==> src/rtl/rpn_sequencer.sv <==
// rtl/rpn_sequencer.sv - RPN program sequencer driving the stack calculator
module rpn_sequencer #(
    parameter int ADDR_W = 4,
    parameter int DATA_W = 8
) (
    input  logic                  clk,
    input  logic                  reset,
    input  logic                  prog_we,
    input  logic [ADDR_W-1:0]     prog_addr,
    input  logic [3+DATA_W-1:0]   prog_data,
    input  logic [ADDR_W:0]       prog_len,
    input  logic                  start,
    output logic                  calc_clear,
    output logic [DATA_W-1:0]     calc_in,
    output logic [2:0]            calc_op,
    output logic                  calc_apply,
    input  logic [DATA_W-1:0]     calc_tail,
    input  logic                  calc_valid,
    input  logic                  calc_empty,
    output logic                  busy,
    output logic                  done,
    output logic                  error,
    output logic [ADDR_W-1:0]     err_pc,
    output logic [DATA_W-1:0]     result,
    output logic                  result_empty
);

    localparam int DEPTH = 1 << ADDR_W;
    localparam int WORD_W = 3 + DATA_W;
    localparam logic [ADDR_W:0] MAX_LEN = (ADDR_W + 1)'(DEPTH);

    typedef enum logic [2:0] {
        S_IDLE,
        S_CLEAR,
        S_ISSUE,
        S_CHECK,
        S_DONE,
        S_ERR
    } state_t;

    state_t              state;
    logic [WORD_W-1:0]   ram [DEPTH];
    logic [ADDR_W-1:0]   pc;
    logic [ADDR_W:0]     len;
    logic [ADDR_W:0]     len_clamped;
    logic [ADDR_W:0]     pc_inc;
    logic [WORD_W-1:0]   word_first;
    logic [WORD_W-1:0]   word_next;

    // Clamp the requested length to the RAM depth and fetch the words the FSM may issue next
    always_comb begin
        len_clamped = (prog_len > MAX_LEN) ? MAX_LEN : prog_len;
        pc_inc      = {1'b0, pc} + 1'b1;
        word_first  = ram[pc];
        word_next   = ram[pc_inc[ADDR_W-1:0]];
    end

    // Program RAM: host writes accepted only while idle; reset leaves contents alone
    always_ff @(posedge clk) begin
        if (prog_we && state == S_IDLE) begin
            ram[prog_addr] <= prog_data;
        end
    end

    // Run sequencer: clear main, alternate issue/check per instruction, report result or failing pc
    always_ff @(posedge clk) begin
        if (reset) begin
            state        <= S_IDLE;
            pc           <= '0;
            len          <= '0;
            calc_clear   <= 1'b0;
            calc_in      <= '0;
            calc_op      <= '0;
            calc_apply   <= 1'b0;
            busy         <= 1'b0;
            done         <= 1'b0;
            error        <= 1'b0;
            err_pc       <= '0;
            result       <= '0;
            result_empty <= 1'b0;
        end else begin
            done <= 1'b0;
            case (state)
                S_IDLE: begin
                    if (start) begin
                        len        <= len_clamped;
                        pc         <= '0;
                        error      <= 1'b0;
                        calc_clear <= 1'b1;
                        busy       <= 1'b1;
                        state      <= S_CLEAR;
                    end
                end
                S_CLEAR: begin
                    calc_clear <= 1'b0;
                    if (len == '0) begin
                        busy  <= 1'b0;
                        state <= S_DONE;
                    end else begin
                        calc_apply <= 1'b1;
                        calc_op    <= word_first[WORD_W-1 -: 3];
                        calc_in    <= word_first[DATA_W-1:0];
                        state      <= S_ISSUE;
                    end
                end
                S_ISSUE: begin
                    // main samples the apply on the edge closing this state
                    calc_apply <= 1'b0;
                    state      <= S_CHECK;
                end
                S_CHECK: begin
                    if (!calc_valid) begin
                        err_pc <= pc;
                        busy   <= 1'b0;
                        state  <= S_ERR;
                    end else if (pc_inc == len) begin
                        busy  <= 1'b0;
                        state <= S_DONE;
                    end else begin
                        pc         <= pc_inc[ADDR_W-1:0];
                        calc_apply <= 1'b1;
                        calc_op    <= word_next[WORD_W-1 -: 3];
                        calc_in    <= word_next[DATA_W-1:0];
                        state      <= S_ISSUE;
                    end
                end
                S_DONE: begin
                    // an empty program never touches main, so report the cleared state directly
                    if (len == '0) begin
                        result       <= '0;
                        result_empty <= 1'b1;
                    end else begin
                        result       <= calc_tail;
                        result_empty <= calc_empty;
                    end
                    done  <= 1'b1;
                    state <= S_IDLE;
                end
                S_ERR: begin
                    error <= 1'b1;
                    done  <= 1'b1;
                    state <= S_IDLE;
                end
                default: begin
                    state <= S_IDLE;
                end
            endcase
        end
    end

endmodule

==> config.mk <==
export PLATFORM = sky130hd
export DESIGN_NAME = rpn_sequencer
export DESIGN_NICKNAME = d
export VERILOG_FILES = /design/src/rtl/rpn_sequencer.sv
export SDC_FILE = /design/constraint.sdc
export NUM_CORES = 1
export LEC_CHECK = 0
export ABC_AREA = 1
export BUFFER_PORTS_ARGS = -buffer_cell sky130_fd_sc_hd__buf_2
export CORE_ASPECT_RATIO = 0.5
export CORE_UTILIZATION = 62
export DETAILED_ROUTE_END_ITERATION = 8
export GPL_TIMING_DRIVEN = 1
export PLACE_DENSITY = 0.86
export RECOVER_POWER = 25
export SLEW_MARGIN = 20
export SYNTH_ARGS = -nofsm -noshare
export SYNTH_HDL_FRONTEND = slang
export SYNTH_SLANG_ARGS = --single-unit
==> constraint.sdc <==
create_clock -name clk -period 2.4 [get_ports clk]
set_input_delay 0.48 -clock clk [delete_from_list [all_inputs] [get_ports clk]]
set_output_delay 0.48 -clock clk [all_outputs]
set_load 0.005 [all_outputs]
* Word level (Yosys, flattened, before mapping)
Memory sizes are Yosys's and may differ from the RTL's. A register that Yosys moved wholly into a read port is not among the register bits.
Cells that the tools add are included.
** Operators by class
- Magnitude comparators :: 1
- Bitwise logic cells :: 1
- Reductions and logical operators :: 18
- Eq/ne operators :: 12
- Muxes and demuxes :: 37
- $add $sub $neg :: 1
** Operators by type and width (number)
- 8-bit two-way mux :: 4
- 3-bit two-way mux :: 7
- 4-bit two-way mux :: 5
- 8-bit one-hot mux with 2 select lines :: 1
- 4-bit AND reduction :: 4
- 1-bit two-way mux :: 12
- 3-bit one-hot mux with 4 select lines :: 1
- 2-bit inequality test (second input constant) :: 5
- 4-bit one-hot mux with 2 select lines :: 1
- 2-bit AND reduction :: 4
- 2-bit nonzero test :: 4
- 3-bit by 2-bit == test with 1-bit output (second input constant) :: 2
- 3-bit == test (second input constant) :: 2
- 1-bit one-hot mux with 3 select lines :: 2
- 3-bit one-hot mux with 2 select lines :: 1
- 3-bit nonzero test :: 2
- 4-bit by 1-bit adder with 5-bit output (second input constant) :: 1
- 5-bit == test :: 1
- 5-bit > comparator (second input constant) :: 1
- 5-bit zero test :: 1
- 5-bit two-way mux :: 1
- 1-bit one-hot mux with 2 select lines :: 2
- 3-bit by 1-bit == test with 1-bit output (second input constant) :: 1
- 3-bit zero test :: 1
- other kinds (4) :: 4
** Storage, ports and cells
- Bits in registers :: 41
- Bits in writable memories :: 176
- Input port bits :: 34
- Output and inout port bits :: 29
- Memories :: 1
- Logic and storage cells :: 84
** Memories
- ram :: words 16, bits a word 11, rd ports 2, clocked after memory_dff 1, wr ports 1, line 42 : logic [WORD_W-1:0] ram [DEPTH];

* Depth between registers and ports, before layout
Gate-level depths: netlist of run 1.
- Depth after elaboration :: 7
- Depth in mapped cells :: 13
- Depth with buffers taken out :: 12

* Worst setup path after synthesis of run 1
No wires, ideal clock.
- Path kind :: register to register
- Start :: register state[1]
- End :: memory ram[0][0] (netlist name), enable pin
- Cell stages (with the launch flop) :: 6
- Setup time :: 0.378 ns
- Clock period less this slack :: 1.847 ns
- Path slack :: 0.553 ns
- Required time :: 2.022 ns
- Buffers on the path :: 0
- Arrival time :: 1.468 ns
- Path through :: dfxtp_1 inv_2 nand3_1 nor2_1 nand3_1 nor2_1
** Between the ends
- Longest elaborated chain between the ends :: 4
** RTL lines
- start, declared :: line 41 : state_t state;
- start signal, assigned :: line 68 : state <= S_IDLE;
- start signal, assigned :: line 91 : state <= S_CLEAR;
- start signal, assigned :: line 98 : state <= S_DONE;
- 3-bit zero test :: line 60 : if (prog_we && state == S_IDLE) begin
- 1-bit logical AND :: line 60
- 1-bit two-way mux :: line 60
- 1-bit two-way mux (implied by the code) :: line 61 : ram[prog_addr] <= prog_data;
- end, declared :: line 42
Every way passes these cells.

* Final worst setup path of run 1
- Start :: register state[1]
- End :: memory ram[2][10] (netlist name), enable pin
The elaborated chain is that of the path after synthesis.

==> results of run 1 <==
routing by layer:
metal / GRT usage, % / vias to the layer above / wire length [um]
met4: 17.2 / 0 / 1440
met1: 48.1 / 4712 / 12800
li1: - / 4668 / -
met3: 10.7 / 146 / 5430
met5: 0 / - / 0
met2: 55.1 / 896 / 14700
cell type report:
type                    instances  area, sq um
fillers                      1307         5040
multi-input cells             897         4020
flip-flops and latches        221         6190
clock inverters                11          106
repair buffers                114          766
well taps                     234          293
clock buffers                  24          537
inverters                     210          791
through the flow:
step	hold slack [ns]	std cells	cell area [sq um]
after floorplan	0.443	1407	11500
after global placement	0.437	1676	12100
after detailed placement	0.453	1676	12100
after CTS	0.208	1711	12700
after global routing	0.236	1711	12700
final	0.213	1711	12700
cell families (layout without fill, tap and decap cells):
group / Yosys count / in the layout
compound gates: 69 / 69
buf+inv: 289 / 359
xor+xnor: 2 / 2
flops: 221 / 221
fa+ha+maj: 1 / 1
simple gates: 825 / 825
synth_stat cells:
| master | instances |
|---|---|
| clkbuf_1 | 14 |
| buf_2 | 38 |
| nand2_1 | 445 |
| inv_1 | 197 |
| nand2_4 | 4 |
| a211oi_1 | 1 |
| edfxtp_1 | 176 |
| buf_6 | 13 |
| buf_4 | 6 |
| nand4_1 | 5 |
| nor3_1 | 2 |
| a21oi_1 | 22 |
| nand2_2 | 1 |
| xor2_1 | 1 |
| xnor2_1 | 1 |
| a31oi_1 | 1 |
| nand3_4 | 2 |
| nor2_1 | 58 |
| dfxtp_1 | 45 |
| a32o_1 | 1 |
| o41ai_1 | 1 |
| o21ai_0 | 28 |
| o211ai_1 | 12 |
| nand3_1 | 300 |
| buf_1 | 8 |
| nor2_4 | 1 |
| nor2_2 | 3 |
| inv_4 | 1 |
| o21ai_1 | 2 |
| a22oi_1 | 1 |
| inv_2 | 12 |
| ha_1 | 1 |
| nor2_8 | 1 |
| nor3_2 | 1 |
| nand3_2 | 2 |
cells in the final DEF, fill, tap and decap left out, types with 2 or more instances in the layout:
| master | instances |
|---|---|
| a21oi_1 | 22 |
| buf_12 | 6 |
| buf_2 | 54 |
| buf_4 | 46 |
| bufinv_16 | 2 |
| clkbuf_1 | 11 |
| clkbuf_16 | 21 |
| clkinv_1 | 4 |
| clkinv_2 | 2 |
| dfxtp_1 | 43 |
| edfxtp_1 | 176 |
| inv_1 | 197 |
| inv_2 | 12 |
| nand2_1 | 445 |
| nand2_4 | 4 |
| nand3_1 | 300 |
| nand3_2 | 2 |
| nand3_4 | 2 |
| nand4_1 | 5 |
| nor2_1 | 58 |
| nor2_2 | 3 |
| nor3_1 | 2 |
| o211ai_1 | 12 |
| o21ai_0 | 28 |
| o21ai_1 | 2 |
worst reg2reg max path, stage by stage (launching register included):
cell,delay (ns)
dfxtp_1,0.37
inv_2,0.16
nand3_1,0.19
nor2_1,0.48
nand3_1,0.25
nor2_1,0.34
buf_4,0.25
where the power goes:
| group | internal, W | leakage [nW] | switching [W] |
|---|---|---|---|
| Clock | 0.00182 | 0.309 | 0.00143 |
| Sequential | 0.00426 | 1.96 | 0.000118 |
| Combinational | 0.000905 | 3.52 | 0.00204 |
| Total | 0.00699 | 5.79 | 0.00359 |
worst max path at each step:
stage,depth (start not counted),endpoint
floorplan,5,ram[0][0]
global placement,6,ram[7][5]
detailed placement,6,ram[7][8]
CTS,6,ram[7][8]
global route,6,ram[2][10]
finish,6,ram[2][10]
state kept, by name, indices dropped and copies added (netlist names), named ones only:
| register | flops |
|---|---|
| busy | 1 |
| calc_apply | 1 |
| calc_clear | 1 |
| calc_in | 8 |
| calc_op | 3 |
| done | 1 |
| err_pc | 4 |
| error | 1 |
| len | 5 |
| pc | 4 |
| ram | 176 |
| result | 8 |
| result_empty | 1 |
| state | 3 |
==> results_dict.tcl, run 1 <==
set metrics [dict create \
    synth-seq-cells 221 \
    cts_sinks 221 \
    final_nets 1500 \
    rr_endpoint "ram[2][10]" \
    synth_top_area_share_pct 46.1 \
    arrival_ns 2.55 \
    synthAdderAreaFrac_pct 0.109 \
    die_area_sq_um 19100 \
    muxShareOfSynthArea_pct 0 \
    worstMarginPinSlew_ns 0.934 \
    critPathKind "reg -> reg" \
    power_w 0.0106 \
    clock_latency_ns 0.51 \
    dp_worst_setup_slack_ns 0.231 \
    max_freq_ghz 0.427 \
    powerDensity_nw_per_um2 833 \
    setup_viol 0 \
    cts.clk_slew.worst_paths_ns 0.07 \
    drc 0 \
    critPathRequiredTime_ns 2.61 \
    post_cts_buffers 0 \
    drtPass1Iterations 7 \
    cp_slowest_stage_delay_ns 0.48 \
    finalWeightedCongestion 0.985 \
    synth-compound-area-share_pct 3.41 \
    grt_pass1_wl_um 52400 \
    worstHoldStart "calc_empty" \
    clock_skew_ns 0.0171 \
    maxCapViolCount 0 \
    postRouteAntennaNets 0 \
    cts_tree "yes" \
    synth_cells 1407 \
    antenna_cells 0 \
    io_buffer_count 62 \
    viasPerCell 6.09 \
    ir_worst_vdd_mv 0.479 \
    ctsHtreeMaxLevel 1 \
    cts_resized 0 \
    synth_top_family_by_area "simple AND/OR/NAND/NOR gates" \
    dieWidth_um 194 \
    routed-via-count 10400 \
    yosysSeqAreaShare_pct 54.0 \
    clock_path_buffers 3 \
    yosys.area_share.xor_xnor_pct 0.153 \
    yosysTopAreaCell "edfxtp_1" \
    grt_max_degree 100 \
    relSlewSlack_pct 37.4 \
    place.detailed.hpwl_um 21800 \
    cts_hold_buf 0 \
    coreArea_sq_um 17700 \
    p_leak_nw 5.79 \
    ios 63 \
    cp-startpoint "state[1]" \
    slew_viol_final 0 \
    wirelength_um 34300 \
    area_delta_synth_final_pct 10.8 \
    synth_area_leaders "edfxtp_1 46%, nand2_1 15%, nand3_1 13%, dfxtp_1 7.9%, inv_1 6.5%" \
    drive_gt1_share_pct 11.1 \
    syn_area_per_cell_sq_um 8.14 \
    die_h_um 98.1 \
    track_usage_pct 36.2 \
    routedWlPerCell_um 20.1 \
    drt_iter0_markers 1494 \
    rsz0062_at_grt "no" \
    crit_slowest_cell "nor2_1" \
    synth-simple-area-share_pct 31.4 \
    num_rows 34 \
    setup_ws_ns 0.0559 \
    start_util_pct 64.6 \
    period_needed_ns 2.34 \
    grt_pass1_vias 9755 \
    min_to "result_empty" \
    timing.rr.start "state[1]" \
    numCtsBuffers 21 \
    worst-path-buf-inv 2 \
    root_buffer "clkbuf_16" \
    reg2regPathDepth 6 \
    cp-start-kind "register" \
    path_cells "inv_2 > nand3_1 > nor2_1 > nand3_1 > nor2_1 > buf_4" \
    synth_cell_types 35 \
    reg2reg_slack_ns 0.06 \
    status "finished, final reports clean" \
    antenna_found_initial 0 \
    worstHoldPathType "in -> reg" \
    grt_overflow 0 \
    synth_warnings 0 \
    timing.setup.tns_ns 0 \
    cp_max_fo 7 \
    hold_viol_final 0 \
    critPathCaptureType "register" \
    syn-num-nets 1442 \
    period_share_pct 97.7 \
    syn-cell-area_sq_um 11500 \
    fin_util_pct 71.6 \
    cpLargestDelayFamily "simple AND/OR/NAND/NOR gates" \
    hold_depth 3 \
]
No activity file was read; power rests on OpenSTA's default activity.
==> inputs of run 2 (changes only) <==
Settings changed: ABC_AREA 1 to default, CORE_UTILIZATION 62 to 61, GPL_TIMING_DRIVEN 1 to 0, PLACE_DENSITY 0.86 to 0.85.
==> results_dict.tcl, run 2 <==
set metrics [dict create \
    status "complete, but fails checks" \
    violations "negative setup slack" \
    critPathRequiredTime_ns 2.77 \
    viasPerCell 7.41 \
    clock_skew_ns 0.0286 \
    postRouteAntennaNets 0 \
    fin_area_sq_um 11600 \
    ios 63 \
    slew_viol_final 0 \
    timing.rr.start "pc[0]" \
    area_delta_synth_final_pct 17.0 \
    die_h_um 92.2 \
    routed-via-count 7007 \
    rsz0062_at_grt "yes" \
    num_rows 32 \
    top_regs "ram x176, calc_in x8, result x8" \
    grt_pass1_vias 6778 \
    placed_area_sq_um 10600 \
    die_area_sq_um 16800 \
    cts_sinks 221 \
    yosysMostFrequentCell "edfxtp_1" \
    timing.setup.tns_ns -8.23 \
    top_register "ram" \
    period_needed_ns 2.94 \
    relSlewSlack_pct 45.8 \
    syn_area_per_cell_sq_um 16.2 \
    io_buffer_count 61 \
    synth_common_cells "176 x edfxtp_1, 88 x mux4_2, 45 x dfxtp_1" \
    worstHoldStart "calc_tail[0]" \
    setup_ws_ns -0.543 \
    grt_pass1_wl_um 41200 \
    hold_viol_final 0 \
    synth_cells 613 \
    yosysTopAreaCell "edfxtp_1" \
    mostFrequentLayoutCells "176 x edfxtp_1, 88 x mux4_2, 55 x buf_2" \
    critPathKind "reg -> reg" \
    synth_area_leaders "edfxtp_1 53%, mux4_2 20%, dfxtp_1 9.1%, mux2i_1 2.2%, a21oi_1 1.8%" \
    arrival_ns 3.32 \
    final_nets 745 \
    wirelength_um 30100 \
    ctsHtreeMaxLevel 1 \
    period_share_pct 123 \
    place.detailed.hpwl_um 16900 \
    final_common_cell "edfxtp_1" \
    synth_warnings 0 \
    powerDensity_nw_per_um2 684 \
    ys.flop_type "edfxtp_1" \
    drive_gt1_share_pct 33.1 \
    syn-num-nets 648 \
    critPathCaptureType "register" \
    numCtsBuffers 20 \
    cts_tree "yes" \
    drt_iter0_markers 1203 \
    clock_latency_ns 0.52 \
    p_leak_nw 3.71 \
    yosysSeqAreaShare_pct 62.3 \
    coreArea_sq_um 15700 \
    synth-seq-cells 221 \
    drtPass1Iterations 9 \
    worstMarginPinSlew_ns 0.812 \
    start_util_pct 63.4 \
    grt_overflow 0 \
    antenna_found_initial 1 \
    finalWeightedCongestion 0.907 \
    worstHoldPathType "in -> reg" \
    ys_async_sr_fraction_pct 0 \
    cts.clk_slew.worst_paths_ns 0.07 \
    ir_worst_vdd_mv 0.577 \
    routedWlPerCell_um 31.9 \
    syn-cell-area_sq_um 9920 \
    maxCapViolCount 0 \
    cts_hold_buf 0 \
    clock_path_buffers 3 \
    track_usage_pct 34.6 \
    antenna_cells 0 \
    synth-edff-count 176 \
    largest_reg_flops 176 \
    grt_max_degree 17 \
    cp-startpoint "pc[0]" \
    drc 0 \
    cp-start-kind "register" \
    root_buffer "clkbuf_16" \
    synth_cell_types 45 \
    max_freq_ghz 0.340 \
    dieWidth_um 182 \
    cp_max_fo 10 \
    synth_top_area_share_pct 53.3 \
    setup_viol 41 \
]
## run 2: cell types whose count changed in the layout (fill, tap and decap cells not counted), moves of 16 or more
cell / change
a22oi_1: +21
buf_4: -31
clkbuf_1: +16
inv_1: -184
mux2i_1: +19
mux4_2: +88
nand2_1: -418
nand3_1: -287
nor2_1: -34
o21ai_0: -22
## run 2: layout make-up
cell class / count / area [sq um]
Sequential cell: 221 / 6190
Fill cell: 870 / 4050
Multi-Input combinational cell: 338 / 3700
Clock buffer: 26 / 523
Timing Repair Buffer: 78 / 492
Tap cell: 221 / 277
Buffer: 38 / 243
Clock inverter: 10 / 134
Inverter: 13 / 48.8
## run 2: metrics by stage
stage / cells / hold slack, ns / worst slack [ns] / total power [W] / util [%]
5_1_grt: 945 / 0.248 / -0.568 / 0.00809 / 74.2
3_5_place_dp: 898 / 0.447 / -0.650 / 0.00466 / 67.5
6_report: 945 / 0.232 / -0.543 / 0.00794 / 74.2
4_1_cts: 939 / 0.230 / -0.0808 / 0.00786 / 73.2
2_1_floorplan: 613 / 0.448 / 0.182 / 0.00449 / -
3_3_place_gp: 895 / 0.435 / -0.811 / 0.00463 / 67.1
## run 2: worst paths after layout
check,endpoint,slack [ns],depth (start not counted)
worst max-delay path,calc_in[0],-0.54,7
worst min-delay path,result[0],0.23,3
worst max register to register,calc_in[0],-0.54,7
worst min register to register,result[6],0.45,2
## run 2: cell families (layout without fill, tap and decap cells)
family	Yosys count	count (layout)	share of synthesized area (%)
AO/OA/AOI/OAI	99	99	6.55
XOR/XNOR	5	5	0.668
adder cells (fa/ha/maj)	1	1	0.126
buffers and inverters	54	165	2.22
flip-flops	221	221	62.3
multiplexers	111	111	22.3
AND/OR/NAND/NOR	122	122	5.79
## run 2: repair_timing
action	4_1_cts	5_1_grt
gates cloned	0	0
resized for setup	49	25
endpoints found under the hold margin	0	0
pin swaps	4	6
setup endpoints to repair	167	96
buffers inserted	7	7
## run 2: report_power, final
group / internal, W / switching (W) / leakage [nW]
Sequential: 0.00419 / 0.0000385 / 1.95
Clock: 0.00187 / 0.00143 / 0.313
Combinational: 0.000132 / 0.000269 / 1.44
## run 2: layer usage
| layer | up-vias | track usage [%] | share of wire (%) |
|---|---|---|---|
| met1 | 3311 | 42.7 | 33 |
| met3 | 198 | 11.2 | 15 |
| met2 | 798 | 54.5 | 44 |
| met5 | - | 0 | 0.046 |
| li1 | 2698 | - | - |
| met4 | 2 | 19.7 | 7.1 |
## run 2: worst max-delay path, cell delays in order, from the launching register on
cell and delay, ns:
dfxtp_2 0.40, buf_6 0.20, buf_4 0.29, mux4_2 0.58
mux2i_1 0.49, o22ai_1 0.38, nor2_2 0.34, o32ai_1 0.11
